File: src/rtl/uart_defs_pkg.sv
// Shared UART definitions: scheduler state encoding,
// default watchdog limit and the UART register map.
package uart_defs;

   typedef enum logic [1:0] {
      ST_IDLE  = 2'd0,
      ST_START = 2'd1,
      ST_WAIT  = 2'd2
   } sched_state_t;

   localparam logic [15:0] DEF_TIMEOUT = 16'd50000;

   localparam logic [7:0] UART_REG_DATA   = 8'h00;
   localparam logic [7:0] UART_REG_STATUS = 8'h04;
   localparam logic [7:0] UART_REG_CTRL   = 8'h08;
   localparam logic [7:0] UART_REG_COUNT  = 8'h0C;

endpackage

File: src/rtl/uart_rr_arb2.sv
// Two-way round-robin selector for the TX scheduler.
// Prefers the requester that was not granted last.
module uart_rr_arb2 (
   input  logic full0,
   input  logic full1,
   input  logic last,
   output logic gnt_valid,
   output logic gnt_id
);

   assign gnt_valid = full0 | full1;
   assign gnt_id    = (full0 & full1) ? ~last : full1;

endmodule

File: src/rtl/uart_tx_sched.sv
// Two-requester byte scheduler in front of a UART transmitter,
// with one-entry holding buffers and a TX completion watchdog.
module uart_tx_sched
   import uart_defs::*;
#(
   parameter int unsigned DATA_W  = 8,
   parameter int unsigned TO_W    = 16,
   parameter int unsigned TIMEOUT = DEF_TIMEOUT
) (
   input  logic              clk,
   input  logic              rst,
   input  logic              sched_en,
   input  logic              req0_valid,
   input  logic [DATA_W-1:0] req0_data,
   output logic              req0_ready,
   input  logic              req1_valid,
   input  logic [DATA_W-1:0] req1_data,
   output logic              req1_ready,
   input  logic              tx_busy,
   input  logic              tx_done,
   output logic              tx_start,
   output logic [DATA_W-1:0] tx_data,
   output logic              grant_id,
   output logic              busy,
   output logic              to_err,
   input  logic              err_clr,
   output logic [15:0]       tx_count
);

   sched_state_t      r_state;
   sched_state_t      w_next;
   logic              r_full0;
   logic              r_full1;
   logic [DATA_W-1:0] r_data0;
   logic [DATA_W-1:0] r_data1;
   logic              r_last;
   logic              r_grant_id;
   logic [TO_W-1:0]   r_wd;
   logic              r_to_err;
   logic [15:0]       r_tx_count;

   logic w_gnt_valid;
   logic w_gnt_id;
   logic w_acc0;
   logic w_acc1;
   logic w_done;
   logic w_to;
   logic w_fin;
   logic w_grant;
   logic w_tx_start;
   logic w_busy;

   uart_rr_arb2 u_arb (
      .full0     (r_full0),
      .full1     (r_full1),
      .last      (r_last),
      .gnt_valid (w_gnt_valid),
      .gnt_id    (w_gnt_id)
   );

   assign w_acc0  = req0_valid & ~r_full0;
   assign w_acc1  = req1_valid & ~r_full1;
   assign w_done  = (r_state == ST_WAIT) & tx_done;
   // done in the last watchdog cycle counts as success
   assign w_to    = (r_state == ST_WAIT) & ~tx_done
                  & (r_wd == TO_W'(TIMEOUT - 1));
   assign w_fin   = w_done | w_to;
   assign w_grant = (r_state == ST_IDLE) & (w_next == ST_START);

   always_ff @(posedge clk or posedge rst) begin
      if (rst) begin
         r_state <= ST_IDLE;
      end else begin
         r_state <= w_next;
      end
   end

   always_comb begin
      w_next = r_state;
      unique case (r_state)
         ST_IDLE:  if (sched_en & w_gnt_valid) w_next = ST_START;
         ST_START: if (~tx_busy) w_next = ST_WAIT;
         ST_WAIT:  if (w_fin) w_next = ST_IDLE;
         default:  w_next = ST_IDLE;
      endcase
   end

   always_comb begin
      w_tx_start = (r_state == ST_START) & ~tx_busy;
      w_busy     = (r_state != ST_IDLE);
   end

   always_ff @(posedge clk or posedge rst) begin
      if (rst) begin
         r_full0 <= 1'b0;
         r_data0 <= '0;
      end else if (w_acc0) begin
         r_full0 <= 1'b1;
         r_data0 <= req0_data;
      end else if (w_fin & ~r_grant_id) begin
         r_full0 <= 1'b0;
      end
   end

   always_ff @(posedge clk or posedge rst) begin
      if (rst) begin
         r_full1 <= 1'b0;
         r_data1 <= '0;
      end else if (w_acc1) begin
         r_full1 <= 1'b1;
         r_data1 <= req1_data;
      end else if (w_fin & r_grant_id) begin
         r_full1 <= 1'b0;
      end
   end

   always_ff @(posedge clk or posedge rst) begin
      if (rst) begin
         r_grant_id <= 1'b0;
         r_last     <= 1'b1;
      end else begin
         if (w_grant) r_grant_id <= w_gnt_id;
         if (w_fin)   r_last     <= r_grant_id;
      end
   end

   always_ff @(posedge clk or posedge rst) begin
      if (rst) begin
         r_wd <= '0;
      end else if (r_state == ST_WAIT) begin
         r_wd <= r_wd + TO_W'(1);
      end else begin
         r_wd <= '0;
      end
   end

   always_ff @(posedge clk or posedge rst) begin
      if (rst) begin
         r_to_err   <= 1'b0;
         r_tx_count <= 16'd0;
      end else begin
         if (w_to)         r_to_err <= 1'b1;
         else if (err_clr) r_to_err <= 1'b0;
         if (w_done) r_tx_count <= r_tx_count + 16'd1;
      end
   end

   assign req0_ready = ~r_full0;
   assign req1_ready = ~r_full1;
   assign tx_start   = w_tx_start;
   assign tx_data    = r_grant_id ? r_data1 : r_data0;
   assign grant_id   = r_grant_id;
   assign busy       = w_busy;
   assign to_err     = r_to_err;
   assign tx_count   = r_tx_count;

endmodule
File: config.mk
export PLATFORM = sky130hd
export DESIGN_NAME = uart_tx_sched
export DESIGN_NICKNAME = d
export VERILOG_FILES = /design/src/rtl/uart_defs_pkg.sv /design/src/rtl/uart_rr_arb2.sv /design/src/rtl/uart_tx_sched.sv
export SDC_FILE = /design/constraint.sdc
export NUM_CORES = 1
export LEC_CHECK = 0
export ABC_CLOCK_PERIOD_IN_PS = 1600
export CORE_UTILIZATION = 35
export CTS_BUF_LIST = sky130_fd_sc_hd__clkbuf_2 sky130_fd_sc_hd__clkbuf_4 sky130_fd_sc_hd__clkbuf_8
export CTS_CLUSTER_DIAMETER = 200
export CTS_CLUSTER_SIZE = 40
export DETAILED_ROUTE_END_ITERATION = 12
export PLACE_DENSITY = 0.72
export SLEW_MARGIN = 0
export SYNTH_ARGS = -nofsm -noshare
export SYNTH_HDL_FRONTEND = slang
export SYNTH_SLANG_ARGS = --single-unit
export TNS_END_PERCENT = 10
File: constraint.sdc
create_clock -name clk -period 1.6 [get_ports clk]
set_input_delay 0.4 -clock clk [delete_from_list [all_inputs] [get_ports clk]]
set_output_delay 0.4 -clock clk [all_outputs]
set_load 0.005 [all_outputs]
======== Word-level counts from Yosys, hierarchy flattened ========
Index checks and enable logic that the tools add are counted.
word-level totals
  register bits ........................... 55
  input bits .............................. 24
operators by class
  add/sub/neg operators ................... 2
  equal/unequal tests ..................... 4
  mux-type cells .......................... 13
  bitwise gates (word level) .............. 19
  reduce and logical (&&, ||, !) cells .... 5
operator list
  cell                                            count
  adder 16 x 1 -> 16 bit (second input constant)  2
  == test 16 bit (second input constant)          1
  2-to-1 mux 16 bit                               1
  AND 1 bit                                       11
  2-to-1 mux 8 bit                                1
  nonzero test 2 bit                              4
  2-to-1 mux 1 bit                                7
  2-to-1 mux 2 bit                                3
  NOT 1 bit                                       6
  one-hot mux 2 bit (3 select lines)              1
  == test 2 x 1 -> 1 bit (second input constant)  2
  == test 2 bit (second input constant)           1
  zero test 2 bit                                 1
  bitwise OR 1 bit                                2

======== Longest topological paths before layout ========
Gate-level depths: netlist (run 1).
  depth after elaboration ................. 8
  gate-level depth with buffers ........... 6
  gate-level depth less buffers ........... 5

======== Cells and area by module ========
A second synthesis (run 1) with hierarchy kept.
unflattened totals
  cell total of the unflattened synthesis .. 224
  area, all modules ....................... 2544.9 um^2
by module, submodules not included
  module         instances  cells an instance  area each (um^2)
  uart_tx_sched  1          222                2531.2
  uart_rr_arb2   1          2                  13.8

======== Worst setup path before layout (run 1) ========
OpenSTA, ideal clock, no wires.
  kind .................................... reg2reg
  start point ............................. reg r_wd[0]
  end point ............................... reg r_full1
  data arrival time ....................... 1.442 ns
  required time ........................... 1.474 ns
  path slack .............................. 0.032 ns
  stages on the path, launching flop included .. 7
  buffers on the path ..................... 1
  path through ............................ dfrtp_1 ha_1 and3_1 buf_2 and2_1 a31oi_1 o32a_1
on the way
  word-level cells in the longest chain between the ends .. 5
ends and longest elaborated chain
  what                          line                  source
  from (decl)                   uart_tx_sched.sv:38   logic [TO_W-1:0] r_wd;
  from (signal assigned)        uart_tx_sched.sv:131  r_wd <= r_wd + TO_W'(1);
  == test 16 bit                uart_tx_sched.sv:66   & (r_wd == TO_W'(TIMEOUT - 1));
  AND 1 bit                     uart_tx_sched.sv:66
  bitwise OR 1 bit              uart_tx_sched.sv:67   assign w_fin = w_done | w_to;
  AND 1 bit                     uart_tx_sched.sv:112  end else if (w_fin & r_grant_id) begin
  nonzero test 2 bit (no line)  n/a
  to (signal assigned)          uart_tx_sched.sv:107  r_full1 <= 1'b0;
  to (signal assigned)          uart_tx_sched.sv:110  r_full1 <= 1'b1;
  to (signal assigned)          uart_tx_sched.sv:113  r_full1 <= 1'b0;
  to (decl)                     uart_tx_sched.sv:33   logic r_full1;
No other way between the ends.
A chain may end at the register's enable or synchronous reset.

======== Worst setup path after layout (run 1) ========
  start point ............................. reg r_grant_id, in the netlist grant_id
  end point ............................... out tx_data[2]
on the way
  word-level cells in the longest chain between the ends .. 1
ends and longest elaborated chain
  what                    line                  source
  from (decl)             uart_tx_sched.sv:37   logic r_grant_id;
  from (signal assigned)  uart_tx_sched.sv:122  if (w_grant) r_grant_id <= w_gnt_id;
  2-to-1 mux 8 bit        uart_tx_sched.sv:151  assign tx_data = r_grant_id ? r_data1 : r_data0;
  to (decl)               uart_tx_sched.sv:22   output logic [DATA_W-1:0] tx_data,
No other way between the ends.

==> out/results.txt, run 1 <==
synth top area cells -> dfrtp_1 (53%), mux2_2 (11%), xnor2_1 (5.9%)
final std cells w/o fill -> 408
drt total wl -> 5410 µm
layout cell share with drive strength beyond 1 -> 0.304
clock skew -> 0.00617 ns
Synth-to-Final Area Change -> 38.7%
FP Rows -> 30
final hold violations -> 0
max_slew headroom -> 0.793
CTS tree -> done
DRC Markers -> 0
Crit Path Class -> flop to output pin
Top-Level Pins -> 54
actual slew at the worst max-slew pin -> 0.307 ns
HP Class -> input port to asynchronous set/reset pin
number of flops mapped to enable cells by yosys -> 0
Avg Synthesized Cell Area -> 11.4 µm²
Place WS -> -0.444 ns
top cells by count, synth -> dfrtp_1 (54), mux2_2 (25), xnor2_1 (17)
placed insts -> 393
Yosys Warn Count -> 0
syn_nets -> 249
DP HPWL -> 3910 µm
final-report setup violation count -> 8
Syn Std Cell Area -> 2540 µm²
largest net degree at the start of global routing -> 40
Top FF cell, synth -> dfrtp_1
met2 routed WL -> 2600 µm
Yosys cell types -> 40
CTS buffer count -> 5
Worst setup EP type -> output pin
crit start category -> flop
drt pass-1 iters -> 4
VDD IR max -> 0.000462 V
IO Port Bufs -> 53
biggest area consumer among synthesized cells -> dfrtp_1
Top Layer Used -> met4
worst-case reg-to-reg path depth -> 6
DRT met1 WL -> 2520 µm
WP data required -> 1.20 ns
H-tree Lvls -> 2
Initial Util -> 0.368
Gate Count Post-Synth -> 223
ratio of final minimum period to clock period -> 1.05
wire length per cell -> 13.2 µm
Worst-path clk slew -> 0.09 ns
fin nets -> 337
maxcap violations -> 0
number of global-route vias before repair -> 1946
worst skew pair latency -> 0.31 ns
Leak -> 1.66 nW
met3 routed WL -> 214 µm
vias -> 1968
CTS Hold Buffers Added -> 0
failing checks -> negative setup slack
CORE AREA -> 6910 µm²
die area -> 7620 µm²
Chip Width -> 87.3 µm
Longest Clk Path Bufs -> 2
initial drt markers -> 97
Layout fillers -> 658
Routed Antenna Nets -> 0
Worst EP arrival -> 1.28 ns
Yosys reg bits -> 55
outcome -> complete, but fails checks
CTS Sinks -> 55
die height -> 87.3 µm
Routability Congestion -> 0.782
Seq/Total Area, Yosys -> 0.541
FMAX -> 596 MHz
fin crit period -> 1.68 ns
gr usage total -> 0.154
n_diodes -> 0
share of flip-flops with an asynchronous set or reset -> 1.00
RSZ-0062 raised after global routing -> yes
routed vias/inst -> 4.82
GRT overflow -> 0
fin worst setup slack -> -0.0778 ns
first-pass GRT wire length -> 8950 µm
Power Dens Cells -> 1210 nW/µm²
CP Max Fanout -> 5
Pwr Total -> 4.26 mW
fin. max-slew vios -> 0
register area -> 1380 µm²
initial antenna violation count -> 0
area of the multi-input gates -> 1170 µm²
most numerous cell in the Yosys netlist -> dfrtp_1
post-synth top area share -> 0.531
hold slack final -> 0.478 ns
CTS root buf -> clkbuf_8
[final cells by class]
cell class / instances / share of cell area
clock buffer: 7 / 0.0255
clock inverter: 1 / 0.00248
inverter: 7 / 0.00850
multi-input combinational: 155 / 0.330
sequential: 55 / 0.391
tap: 96 / 0.0340
timing repair buffer: 87 / 0.208
[cells by family after synthesis]
logic type	Yosys count	synth area share
simple gates	84	0.181
flops	55	0.541
mux	26	0.115
xor+xnor	25	0.0860
compound gates	18	0.0472
buf+inv	13	0.0197
fa+ha+maj	2	0.00983
[critical path, stage by stage, from the launching register on]
cell	delay, ns
dfrtp_2	0.39
buf_6	0.13
mux2_2	0.33
buf_2	0.12
[layout by cell type, fill, tap and decap left out, drive strengths merged, types with 2 or more instances in the layout]
cell type	instances
dfrtp	54
buf	44
mux2	25
clkdlybuf4s50	23
xnor2	17
dlygate4sd2	17
nor2	16
nand3	14
nand2	13
xor2	8
clkbuf	8
inv	6
nand4	6
and3	6
a21oi	5
nor3	5
nand2b	4
or3	4
and2	3
nor2b	3
o21ai	3
and4	3
a31oi	3
nor4	3
o32a	2
ha	2
dlymetal6s2s	2
or2	2
[routing by layer]
metal,up-vias,global-route usage
met4,0,0.0566
met1,966,0.198
li1,957,-
met3,6,0.0360
met5,-,0
met2,39,0.253
[sequential cells by signal, summed over array words and instances (netlist names)]
name and count:
grant_id 1, r_data0 8, r_data1 8, r_full0 1, r_full1 1, r_last 1
r_state 2, r_wd 16, to_err 1, tx_count 16
[what timing repair did]
| item | in CTS | in global routing |
|---|---|---|
| gates resized for setup | 67 | 9 |
| buffers inserted | 7 | 0 |
| hold endpoints to repair | 0 | 0 |
| gates cloned | 0 | 0 |
| pin swaps | 1 | 3 |
| setup endpoints to repair | 32 | 24 |
[power by group]
part,leakage [nW],internal (mW),switching (mW),total [mW]
Clock,0.0519,0.372,0.437,0.809
Combinational,0.896,0.930,0.618,1.55
Sequential,0.709,1.71,0.193,1.90
Total,1.66,3.01,1.25,4.26
[path summary, 6_finish.rpt]
kind | slack [ns] | endpoint | startpoint
max | -0.08 | tx_data[2] | grant_id$_DFFE_PP0P_
min | 0.48 | tx_count[13]$_DFFE_PP0P_ | rst
max reg2reg | 0.07 | r_last$_DFFE_PP1P_ | r_wd[0]$_DFF_PP0_
min reg2reg | 0.48 | tx_count[15]$_DFFE_PP0P_ | tx_count[15]$_DFFE_PP0P_
max in group asynchronous | 0.87 | r_last$_DFFE_PP1P_ | rst
min in group clk | 0.48 | tx_count[15]$_DFFE_PP0P_ | tx_count[15]$_DFFE_PP0P_
[per-stage QoR]
stage               instance area (µm²)   util  setup TNS (ns)
detailed placement                 3390  0.491           -4.09
floorplan                          2550      -               0
global route                       3530  0.511           -1.03
global placement                   3390  0.491           -3.76
CTS                                3490  0.506          -0.619
finish                             3530  0.511          -0.548
Power figures use the tool's default switching activity.
==> run 2, diff against run 1 <==
Settings changed: GPL_TIMING_DRIVEN set to 0, PLACE_DENSITY 0.72 to unset, PLACE_DENSITY_LB_ADDON set to 0.25.
==> run 2 against run 1 <==
Against the previous run: the run still ends with negative setup slack left; first-iteration DRC count fell by 38%; die area did not move; cell count fell by 4.2%; worst setup slack got worse by 0.15 ns; sequential power barely moved; cell area fell by 2.2%; power rose by 5.9%; flip-flop and latch count did not move; largest cell class unchanged; fmax fell by 8.3%; clock skew rose by 0.0020 ns.
==> out/results.txt, run 2 (synthesis gave the netlist of run 1 again) <==
fin worst setup slack -> -0.230 ns
initial drt markers -> 60
critical path depth -> 4
wire length per cell -> 13.3 µm
vias -> 1887
CTS tree -> done
GRT overflow -> 0
commonest non-fill, non-tap cell in the layout -> dfrtp_1
initial antenna violation count -> 0
Routability Congestion -> 0.769
slowest cell delay on critical path -> 0.43 ns
hold path depth -> 1
crit start category -> flop
register area -> 1380 µm²
H-tree Lvls -> 2
die area -> 7620 µm²
area of the multi-input gates -> 1190 µm²
hold slack final -> 0.482 ns
Crit Path Class -> flop to output pin
P_sw -> 1.32 mW
FMAX -> 547 MHz
WP data required -> 1.20 ns
Worst EP arrival -> 1.43 ns
largest net degree at the start of global routing -> 56
max_slew headroom -> 0.221
CP Max Fanout -> 4
n_diodes -> 0
Layout fillers -> 679
switch share -> 0.292
DRC Markers -> 0
CTS Sinks -> 55
gr usage total -> 0.152
maxcap violations -> 0
P_int -> 3.19 mW
IO Port Bufs -> 53
Chip Width -> 87.3 µm
clock skew -> 0.00818 ns
placed insts -> 372
Combinational Power Share -> 0.384
Top-Level Pins -> 54
worst-case reg-to-reg path depth -> 6
CTS buffer count -> 5
routed vias/inst -> 4.83
layout cell share with drive strength beyond 1 -> 0.251
Initial Util -> 0.368
drt total wl -> 5180 µm
final-report setup violation count -> 13
fin nets -> 320
VDD IR max -> 0.000588 V
Routed Antenna Nets -> 0
FP Rows -> 30
actual slew at the worst max-slew pin -> 1.17 ns
CTS root buf -> clkbuf_8
CP dominant cell by count -> buf_6
CP top delay family -> flip-flops
Longest Clk Path Bufs -> 2
drt pass-1 iters -> 4
die height -> 87.3 µm
Sum Neg Setup Slack -> -1.70 ns
core occupancy in the finished layout -> 0.500
Power Dens Cells -> 1310 nW/µm²
DP HPWL -> 3510 µm
slowest stage cell, crit path -> dfrtp_1
CORE AREA -> 6910 µm²
Reg power frac -> 0.428
Synth-to-Final Area Change -> 35.7%
Worst-path clk slew -> 0.10 ns
HP Class -> flop to flop
fin crit period -> 1.83 ns
Worst setup EP type -> output pin
first-pass GRT wire length -> 8940 µm
number of global-route vias before repair -> 1913
final std cells w/o fill -> 391
ratio of final minimum period to clock period -> 1.14
most frequent cells in the layout -> dfrtp_1 (54), clkdlybuf4s50_1 (22), mux2_2 (20), dlygate4sd2_1 (20), xnor2_1 (17)
Leak -> 1.61 nW
Place WS -> -0.604 ns
RSZ-0062 raised after global routing -> yes
clock power share -> 0.187
final hold violations -> 0
failing checks -> negative setup slack
fin. max-slew vios -> 0
Buffers & Inverters on Critical Path -> 3
outcome -> complete, but fails checks
critical path, cell by cell -> buf_6 -> buf_6 -> mux2_4 -> buf_6
worst skew pair latency -> 0.31 ns
-- run 2: metrics by stage --
stage | total power [mW] | instance area [µm²]
2_1_floorplan | 2.69 | 2550
3_3_place_gp | 3.41 | 3200
3_5_place_dp | 3.44 | 3200
4_1_cts | 4.54 | 3420
5_1_grt | 4.83 | 3450
6_report | 4.51 | 3450
-- run 2: area by class of cell --
cell class | count | area share
clock inverters | 1 | 0.00217
well taps | 96 | 0.0348
flip-flops and latches | 55 | 0.399
multi-input cells | 155 | 0.344
repair buffers | 64 | 0.172
clock buffers | 7 | 0.0279
plain buffers | 6 | 0.0120
inverters | 7 | 0.00869
-- run 2: repair_timing --
action | CTS | global route
gates cloned | 1 | 0
pin swaps | 1 | 1
gates resized for setup | 84 | 11
endpoints found under the hold margin | 0 | 0
hold buffers | 0 | 0
buffers inserted | 10 | 0
setup endpoints to repair | 58 | 41
-- run 2: path summary, 6_finish.rpt --
kind                                          startpoint                  endpoint  slack (ns)
worst max-delay path                grant_id$_DFFE_PP0P_                tx_data[1]       -0.23
worst min-delay path            tx_count[15]$_DFFE_PP0P_  tx_count[15]$_DFFE_PP0P_        0.48
worst max register to register         r_wd[0]$_DFF_PP0_       r_full1$_DFFE_PP0P_       -0.05
worst min register to register  tx_count[15]$_DFFE_PP0P_  tx_count[15]$_DFFE_PP0P_        0.48
max in group asynchronous                            rst         r_wd[7]$_DFF_PP0_        0.25
min in group asynchronous                            rst  tx_count[13]$_DFFE_PP0P_        0.72
-- run 2: metal layers --
metal	wire (µm)	part of all wire	GRT usage
met1	2420	0.47	0.194
met2	2510	0.48	0.254
met3	174	0.034	0.0303
met4	78	0.015	0.0581
met5	0	0	0
-- run 2: power by group through the flow --
stage	sequential, mW	combinational, mW	clock [mW]
finish	1.93	1.73	0.845
global route	1.99	1.91	0.931
CTS	1.93	1.73	0.885
detailed placement	1.98	1.46	0
global placement	1.97	1.45	0
floorplan	1.92	0.771	0
==> run 3, diff against run 2 <==
Settings changed: CAP_MARGIN set to 20, SETUP_SLACK_MARGIN set to 0.15.
==> run 3 against run 2 <==
Against the previous run: the flow still finishes with violations (negative setup slack); register-to-register slack better by 0.03 ns; clock skew up 0.0030 ns; cell count up 0.51%; worst setup slack worse by 0.0038 ns; first-iteration DRC count down 45%; clock power up 2%; flip-flop and latch count unchanged; power up 4.4%; fmax down 0.21%; routed wire length up 3.1%; combinational power up 9.8%; sequential power about the same; critical endpoint unchanged; largest power group unchanged.
==> out/results.txt, run 3 (synthesis gave the netlist of run 1 again) <==
outcome -> complete, but fails checks
failing checks -> negative setup slack
Layout fillers -> 657
gr usage total -> 0.152
CP dominant cell by count -> buf_6
FMAX -> 545 MHz
Synth-to-Final Area Change -> 39.5%
CP Max Fanout -> 4
ratio of final minimum period to clock period -> 1.15
IO Port Bufs -> 53
drt pass-1 iters -> 3
GRT overflow -> 0
WP data required -> 1.20 ns
clock skew -> 0.0111 ns
maxcap violations -> 0
worst skew pair latency -> 0.31 ns
core occupancy in the finished layout -> 0.514
die area -> 7620 µm²
routed vias/inst -> 4.84
fin nets -> 322
fin crit period -> 1.83 ns
Crit Path Class -> flop to output pin
Worst-path clk slew -> 0.10 ns
most frequent cells in the layout -> dfrtp_1 (52), clkdlybuf4s50_1 (22), mux2_2 (18)
Worst EP arrival -> 1.43 ns
H-tree Lvls -> 2
Reg2Reg Setup Slack -> -0.02 ns
wire length per cell -> 13.6 µm
final std cells w/o fill -> 393
slowest cell delay on critical path -> 0.44 ns
VDD IR max -> 0.000769 V
n_diodes -> 0
CTS buffer count -> 5
RSZ-0062 raised after global routing -> yes
largest net degree at the start of global routing -> 33
Sum Neg Setup Slack -> -1.71 ns
Routability Congestion -> 0.769
Initial Util -> 0.368
slowest stage cell, crit path -> dfrtp_1
HP Class -> input port to asynchronous set/reset pin
fin worst setup slack -> -0.234 ns
Chip Width -> 87.3 µm
placed insts -> 373
Longest Clk Path Bufs -> 2
drt total wl -> 5340 µm
DP HPWL -> 3640 µm
CTS tree -> done
max_slew headroom -> 0.630
CTS Sinks -> 55
FP Rows -> 30
critical path, cell by cell -> buf_6 -> buf_6 -> mux2_4 -> buf_6
Routed Antenna Nets -> 0
fin. max-slew vios -> 0
final-report setup violation count -> 11
commonest non-fill, non-tap cell in the layout -> dfrtp_1
vias -> 1901
final hold violations -> 0
layout cell share with drive strength beyond 1 -> 0.290
Worst setup EP type -> output pin
initial drt markers -> 33
actual slew at the worst max-slew pin -> 0.553 ns
CTS Hold Buffers Added -> 0
Pwr Total -> 4.71 mW
Power Dens Cells -> 1330 nW/µm²
Leak -> 1.60 nW
CORE AREA -> 6910 µm²
first-pass GRT wire length -> 9000 µm
die height -> 87.3 µm
CTS root buf -> clkbuf_8
Top-Level Pins -> 54
number of global-route vias before repair -> 1927
DRC Markers -> 0
initial antenna violation count -> 0
crit start category -> flop
[run 3: repair_timing]
item                       CTS  global route
resized for setup          105            22
pin swaps                   12            15
setup endpoints to repair   75            62
buffers inserted            10             1
gates cloned                 1             0
[run 3: layout make-up]
| type | count | area [µm²] | area share |
|---|---|---|---|
| clock inverters | 1 | 7.51 | 0.00211 |
| repair buffers | 66 | 642 | 0.181 |
| multi-input cells | 155 | 1220 | 0.345 |
| flip-flops and latches | 55 | 1380 | 0.389 |
| well taps | 96 | 120 | 0.0338 |
| inverters | 7 | 30.0 | 0.00846 |
| clock buffers | 7 | 96.3 | 0.0271 |
| plain buffers | 6 | 50.0 | 0.0141 |
[run 3: metal layers]
metal / global-route usage / vias up / part of all wire
met1: 0.198 / 932 / 0.48
met5: 0 / - / 0
met4: 0.0492 / 0 / 0.015
met2: 0.255 / 30 / 0.47
li1: - / 932 / -
met3: 0.0303 / 7 / 0.031
[run 3: power by group]
| part | total, mW | internal, mW | switching (mW) |
|---|---|---|---|
| logic | 1.90 | 1.22 | 0.681 |
| clock network | 0.864 | 0.395 | 0.469 |
| registers | 1.94 | 1.71 | 0.232 |
| total | 4.71 | 3.33 | 1.38 |
[run 3: path summary, 6_finish.rpt]
path,from,end,depth (start not counted)
worst min register to register,tx_count[15]$_DFFE_PP0P_,tx_count[15]$_DFFE_PP0P_,1
worst min-delay path,rst,r_data1[7]$_DFFE_PP0P_,2
min in group clk,tx_count[15]$_DFFE_PP0P_,tx_count[15]$_DFFE_PP0P_,1
worst max register to register,r_wd[0]$_DFF_PP0_,r_full0$_DFFE_PP0P_,6
max in group asynchronous,rst,r_last$_DFFE_PP1P_,3
worst max-delay path,grant_id$_DFFE_PP0P_,tx_data[1],4
[run 3: stage by stage]
| stage | area [µm²] | worst slack [ns] | hold WS [ns] |
|---|---|---|---|
| 6_report | 3550 | -0.234 | 0.471 |
| 4_1_cts | 3500 | -0.235 | 0.489 |
| 2_1_floorplan | 2550 | 0.0321 | 0.468 |
| 5_1_grt | 3550 | -0.270 | 0.509 |
| 3_3_place_gp | 3200 | -0.606 | 0.462 |
| 3_5_place_dp | 3220 | -0.587 | 0.474 |
[run 3: critical path: cells and delay by family (launching register included)]
family / cells / cell delay [ns]
flops: 1 / 0.44
buf+inv: 3 / 0.39
mux: 1 / 0.30
